$ cat src/rtl/mult_div_pkg.sv
// rtl/mult_div_pkg.sv - shared state type and default widths for the multiplier/divider pair
//
// Purpose: common definitions so the multiplier product width matches the
//          divider dividend width and products can be fed straight back.
// Contents:
//   DEVIDENT_LENGTH - divider dividend width (equals default product width)
//   DIVISOR_LENGTH  - divider divisor width (equals default operand widths)
//   state_t         - FSM state encoding (IDLE, CALC)
package mult_div_pkg;

    localparam int DEVIDENT_LENGTH = 10;
    localparam int DIVISOR_LENGTH  = 5;

    typedef enum logic {
        IDLE = 1'b0,
        CALC = 1'b1
    } state_t;

endpackage

$ cat src/rtl/seq_multiplier.sv
// rtl/seq_multiplier.sv - sequential unsigned shift-and-add multiplier
//
// Purpose: captures OperA/OperB on an accepted Start and computes
//          OperA*OperB over MULTIPLIER_LENGTH cycles. Product is held
//          until the next operation completes.
// Ports:
//   CLK     in  1                   rising-edge clock
//   RST     in  1                   asynchronous active-high reset
//   Start   in  1                   request strobe, sampled only in IDLE
//   OperA   in  MULTIPLICAND_LENGTH multiplicand
//   OperB   in  MULTIPLIER_LENGTH   multiplier
//   Busy    out 1                   high while a multiplication runs
//   Done    out 1                   one-cycle pulse when Product updates
//   Product out PRODUCT_LENGTH      result register
module seq_multiplier
    import mult_div_pkg::*;
#(
    parameter int MULTIPLICAND_LENGTH = DIVISOR_LENGTH,
    parameter int MULTIPLIER_LENGTH   = DIVISOR_LENGTH,
    parameter int PRODUCT_LENGTH      = MULTIPLICAND_LENGTH + MULTIPLIER_LENGTH
) (
    input  logic                           CLK,
    input  logic                           RST,
    input  logic                           Start,
    input  logic [MULTIPLICAND_LENGTH-1:0] OperA,
    input  logic [MULTIPLIER_LENGTH-1:0]   OperB,
    output logic                           Busy,
    output logic                           Done,
    output logic [PRODUCT_LENGTH-1:0]      Product
);

    localparam int ACC_W = MULTIPLICAND_LENGTH + MULTIPLIER_LENGTH;
    localparam int CNT_W = (MULTIPLIER_LENGTH > 1) ? $clog2(MULTIPLIER_LENGTH) : 1;
    localparam logic [CNT_W-1:0] LAST_ITER = CNT_W'(MULTIPLIER_LENGTH - 1);

    state_t                           state_q, state_d;
    logic [MULTIPLICAND_LENGTH-1:0]   mcand_q, mcand_d;
    logic [ACC_W-1:0]                 acc_q, acc_d;
    logic [CNT_W-1:0]                 cnt_q, cnt_d;
    logic [PRODUCT_LENGTH-1:0]        product_q, product_d;
    logic                             done_q, done_d;

    // One shift-and-add step: the upper half gains the multiplicand when the
    // current multiplier bit (acc LSB) is set, then {carry, acc} shifts right.
    logic [MULTIPLICAND_LENGTH:0]     sum;
    logic [ACC_W:0]                   acc_wide;
    logic [ACC_W-1:0]                 acc_step;

    always_comb begin
        sum      = {1'b0, acc_q[ACC_W-1 -: MULTIPLICAND_LENGTH]}
                 + (acc_q[0] ? {1'b0, mcand_q} : '0);
        acc_wide = {sum, acc_q[MULTIPLIER_LENGTH-1:0]};
        acc_step = acc_wide[ACC_W:1];
    end

    always_comb begin
        state_d   = state_q;
        mcand_d   = mcand_q;
        acc_d     = acc_q;
        cnt_d     = cnt_q;
        product_d = product_q;
        done_d    = 1'b0;

        unique case (state_q)
            IDLE: begin
                if (Start) begin
                    mcand_d = OperA;
                    acc_d   = {{MULTIPLICAND_LENGTH{1'b0}}, OperB};
                    cnt_d   = '0;
                    state_d = CALC;
                end
            end
            CALC: begin
                acc_d = acc_step;
                cnt_d = cnt_q + 1'b1;
                if (cnt_q == LAST_ITER) begin
                    product_d = PRODUCT_LENGTH'(acc_step);
                    done_d    = 1'b1;
                    state_d   = IDLE;
                end
            end
            default: state_d = IDLE;
        endcase
    end

    always_ff @(posedge CLK or posedge RST) begin
        if (RST) begin
            state_q   <= IDLE;
            mcand_q   <= '0;
            acc_q     <= '0;
            cnt_q     <= '0;
            product_q <= '0;
            done_q    <= 1'b0;
        end else begin
            state_q   <= state_d;
            mcand_q   <= mcand_d;
            acc_q     <= acc_d;
            cnt_q     <= cnt_d;
            product_q <= product_d;
            done_q    <= done_d;
        end
    end

    assign Busy    = (state_q == CALC);
    assign Done    = done_q;
    assign Product = product_q;

endmodule

$ cat config.mk
export PLATFORM = sky130hd
export DESIGN_NAME = seq_multiplier
export DESIGN_NICKNAME = d
export VERILOG_FILES = /design/src/rtl/mult_div_pkg.sv /design/src/rtl/seq_multiplier.sv
export SDC_FILE = /design/constraint.sdc
export NUM_CORES = 1
export LEC_CHECK = 0
export CAP_MARGIN = 10
export CORE_ASPECT_RATIO = 0.7
export CORE_MARGIN = 2
export CORE_UTILIZATION = 32
export DETAILED_ROUTE_END_ITERATION = 10
export PLACE_DENSITY = 0.61
export SYNTH_ARGS = -nofsm -noshare
export SYNTH_HDL_FRONTEND = slang
export SYNTH_SLANG_ARGS = --single-unit
$ cat constraint.sdc
create_clock -name CLK -period 2.5 [get_ports CLK]
set_clock_uncertainty 0.1 [all_clocks]
set_input_delay 0.5 -clock CLK [delete_from_list [all_inputs] [get_ports CLK]]
set_output_delay 0.5 -clock CLK [all_outputs]
set_load 0.02 [all_outputs]
# Word-level counts from Yosys, hierarchy flattened
# Index checks and enable logic that the tools add are counted.
# W data, S select, Z words.
# word_totals
wordCells	23
in_bits	13
rom_bits	0
latchBits	0
out_inout_bits	12
n_memories	0
regBits	30
ram_bits	0
# op_classes
multipliers	0
bitwise_logic	1
order_cmp	0
shifts	0
n_div	0
add_sub_neg	2
n_mux	10
eq_ne	2
reduce_logical	2
# ops
operator	n
$pmux W10 S2	1
$mux W10	1
$add A5 B5 Y6	1
$pmux W3 S2	1
$mux W5	1
$mux W1	4
$reduce_and A2 Y1	2
$add A3 B1 Y3 const B	1
$eq A3 B3 Y1 const B	1
$mux W3	1
$ne A2 B2 Y1 const B	1
$pmux W1 S2	1
$not A1 Y1	1

# Longest topological paths before layout
# logic_depth
depth_word	3
depth_mapped	7
ltp_nobuf	7

# Worst setup path before layout
# No wires, ideal clock.
# synth_path
kind	reg-to-reg
start	register acc_q[0]
end	register acc_q[7]
slack_ns	0.697
setup_time_ns	0.120
stages_incl_launch_ff	6
arrival_ns	1.583
synth_period_minus_slack_ns	1.803
n_path_buf	0
t_required_ns	2.280
path_cell_list	dfrtp_1 > and2_1 > ha_1 > and3_4 > or3_4 > a31o_1
# synth_via
elab_chain_len	3
# synth_lines
element	line	text
start: declaration	seq_multiplier.sv:38	logic [ACC_W-1:0] acc_q, acc_d;
start signal: assignment	seq_multiplier.sv:90	acc_q <= '0;
start signal: assignment	seq_multiplier.sv:97	acc_q <= acc_d;
$mux W5	seq_multiplier.sv:51	+ (acc_q[0] ? {1'b0, mcand_q} : '0);
$add A5 B5 Y6	seq_multiplier.sv:51	
$pmux W10 S2	seq_multiplier.sv:64	unique case (state_q)
# No other way between the ends.
# A chain may end at the register's enable or synchronous reset.

# Final worst setup path
# layout_path
start	register acc_q[0]
end	register product_q[8] (netlist: Product[8])
# layout_via
elab_chain_len	2
# layout_lines
element	line	text
$mux W5	seq_multiplier.sv:51	
$add A5 B5 Y6	seq_multiplier.sv:51	
end signal: assignment	seq_multiplier.sv:99	product_q <= product_d;
end: declaration	seq_multiplier.sv:40	logic [PRODUCT_LENGTH-1:0] product_q, product_d;
# No other way between the ends.

==> metrics.txt <==
outcome=completed; synth cell count leaders=nand2_1, dfrtp_1, inv_1, o21ai_0, ha_1; Buffers on Ports=24; pre-CTS setup slack=around 590 ps; Post-CTS Setup Inserts=0; full die area=about 0.0051 mm²; CP Cell Sequence=and2_1, ha_1, inv_1, fa_1, nor2b_1, o21a_1, o211ai_1; largest net degree at the start of global routing=31; synth top area cells=dfrtp_1, nand2_1, ha_1; total CTS buffers=5; FMAX=between 500 and 600 MHz; hold depth=2; worst slew pin tran=around 420 ps; share of cells above drive strength 1=0.136; register bit total from synthesis=30; Initial DRC Count=62; Post-Route Setup TNS=0 ps; PnR worst setup slack=about 570 ps; die width=about 84 µm; Post-Layout Inst Area=roughly 0.0019 mm²; final period utilization=0.772; initial antenna violation count=0; CP Data Arrival Time=about 2000 ps; Max FO, Critical Path=6; Hold-fix buffers, CTS=0; DRT antenna net count=0; Slew HR=0.722; minimum clock period=between 1500 and 2000 ps; CP required=roughly 2600 ps; pwr dens=approximately 1300 mW/mm²; CTS max path bufs=2; final hold vios=0; sequential-to-total area share from yosys stat=0.517; Placed Instance Area=between 0.0015 and 0.002 mm²; startpoint types=flip-flop; Layout fillers=about 430; H-tree depth=2; Nets=189; LEAKAGE=0.000884 µW; Std-Cell Rows=20; Sink Count=30; CP max stage delay=410 ps; number of global-route vias before repair=between 1k and 1.5k; Die Y=a little over 60 µm; GRT Util Overall=0.132; Syn. warnings=0; Worst setup EP type=flip-flop; synth unique cells=31; Reg2Reg Depth=7; Core Area=around 0.0044 mm²; IR Drop Worst-Case VDD=0.498 mV; CTS clk-pin slew, worst paths=around 70 ps; Root Driver=clkbuf_8; area growth from synthesis to layout=28.5%; MaxCap Viol Count=0; WL per Instance=between 10 and 15 µm; Vias=1081; antenna fix cells=0; top-area cell type share of the netlist area=0.517; clock latency on the worst-skew pair=290 ps; Routed WL=2900 µm; gpl congestion=between 0.8 and 0.9; CP Class=flip-flop to flip-flop; Vias/cell=4.83; Main synth FF type=dfrtp_1; first-pass GRT wire length=5090 µm; # DRC=0; Mapped Area=around 0.0015 mm²; cell at the slowest stage of the critical path=fa_1; CTS tree=yes; initial core utilization=0.333; # setup viols final=0; Pre-antenna DRT Iters=4; type of the worst min-delay path=flip-flop to flip-flop; Post-synth EDFFs=0; syn nets=160; Final Max Tran Viols=0; count leader, synth=nand2_1; largest area contributor in the netlist=dfrtp_1; post-cts sizing count=0; io pins=25; Post-Synthesis Cells=between 100 and 150; grt total ovfl=0; post-synthesis async set-or-reset flop share=1.00; HPWL Detailed=approximately 2100 µm; unrepaired setup endpoints after global routing=no; synthesized area per cell=10.4 µm²
-- metal layers --
metal	part of all wire	vias up	track usage
li1	-	524	-
met1	0.48	527	0.169
met2	0.46	25	0.201
met3	0.056	5	0.0449
met4	0.011	0	0.0680
met5	0	-	0
-- flip-flops by register name, indices dropped and copies added (netlist names) --
register / count
Product: 10
acc_q: 10
mcand_q: 5
cnt_q: 3
Busy: 1
Done: 1
-- final timing paths --
check	from	to	slack, ps
worst max-delay path	acc_q[0]	Product[8]	570
worst min-delay path	Product[4]	Product[4]	380
worst max register to register	acc_q[0]	Product[8]	570
worst min register to register	Product[4]	Product[4]	380
max in group asynchronous	RST	Busy	1520
min in group asynchronous	RST	acc_q[1]	490
-- kinds of logic after synthesis --
family / synth area share
DFF: 0.517
adders and majority gates: 0.0741
buffers and inverters: 0.0465
xor gates and xnor gates: 0.00604
AOI/OAI and AO/OA: 0.108
muxes: 0.0879
and+or+nand+nor: 0.160
-- critical path, delay by kind of cell, from the launching register on --
family / cells / cell delay (ps)
buffers and inverters: 1 / 60
AOI/OAI and AO/OA: 2 / 280
adders and majority gates: 2 / 570
DFF: 1 / 400
and+or+nand+nor: 2 / 400
-- layout make-up --
cell class	count	area (µm²)	share of cell area
clock buffers	5	68.8	0.0369
clock inverters	3	40.0	0.0215
inverters	9	33.8	0.0181
multi-input cells	94	633	0.339
flip-flops and latches	30	751	0.402
well taps	55	68.8	0.0369
repair buffers	28	270	0.145
-- power by group --
part	internal [µW]	switching, µW
sequential	719	138
combinational	525	551
clock	293	187
total	1540	876
-- stage by stage --
| step | utilization | total power, µW | hold slack (ps) | std cells |
|---|---|---|---|---|
| 6_report | 0.428 | 2410 | 378 | 224 |
| 5_1_grt | 0.428 | 2610 | 409 | 224 |
| 4_1_cts | 0.428 | 2440 | 389 | 224 |
| 3_5_place_dp | 0.403 | 1960 | 372 | 216 |
| 3_3_place_gp | 0.403 | 1920 | 356 | 216 |
| 2_1_floorplan | - | 1590 | 350 | 139 |
-- cells in the final DEF (no fill, tap or decap), types with 2 or more instances in the layout --
master | Yosys | layout
o2111ai_1 | 2 | 2
inv_1 | 9 | 9
nor2b_1 | 2 | 2
or2_2 | 2 | 2
and2_1 | 5 | 5
dfrtp_1 | 30 | 30
mux2i_1 | 6 | 6
a31o_1 | 2 | 2
nand2_1 | 31 | 31
a31oi_1 | 2 | 2
clkinv_2 | 0 | 2
nor2_1 | 3 | 3
clkdlybuf4s50_1 | 0 | 24
ha_1 | 7 | 7
o211ai_1 | 3 | 3
buf_4 | 2 | 4
o21ai_0 | 9 | 9
a21oi_1 | 2 | 2
mux2_2 | 6 | 6
clkbuf_8 | 0 | 5
No activity file was read; power rests on OpenSTA's default activity.
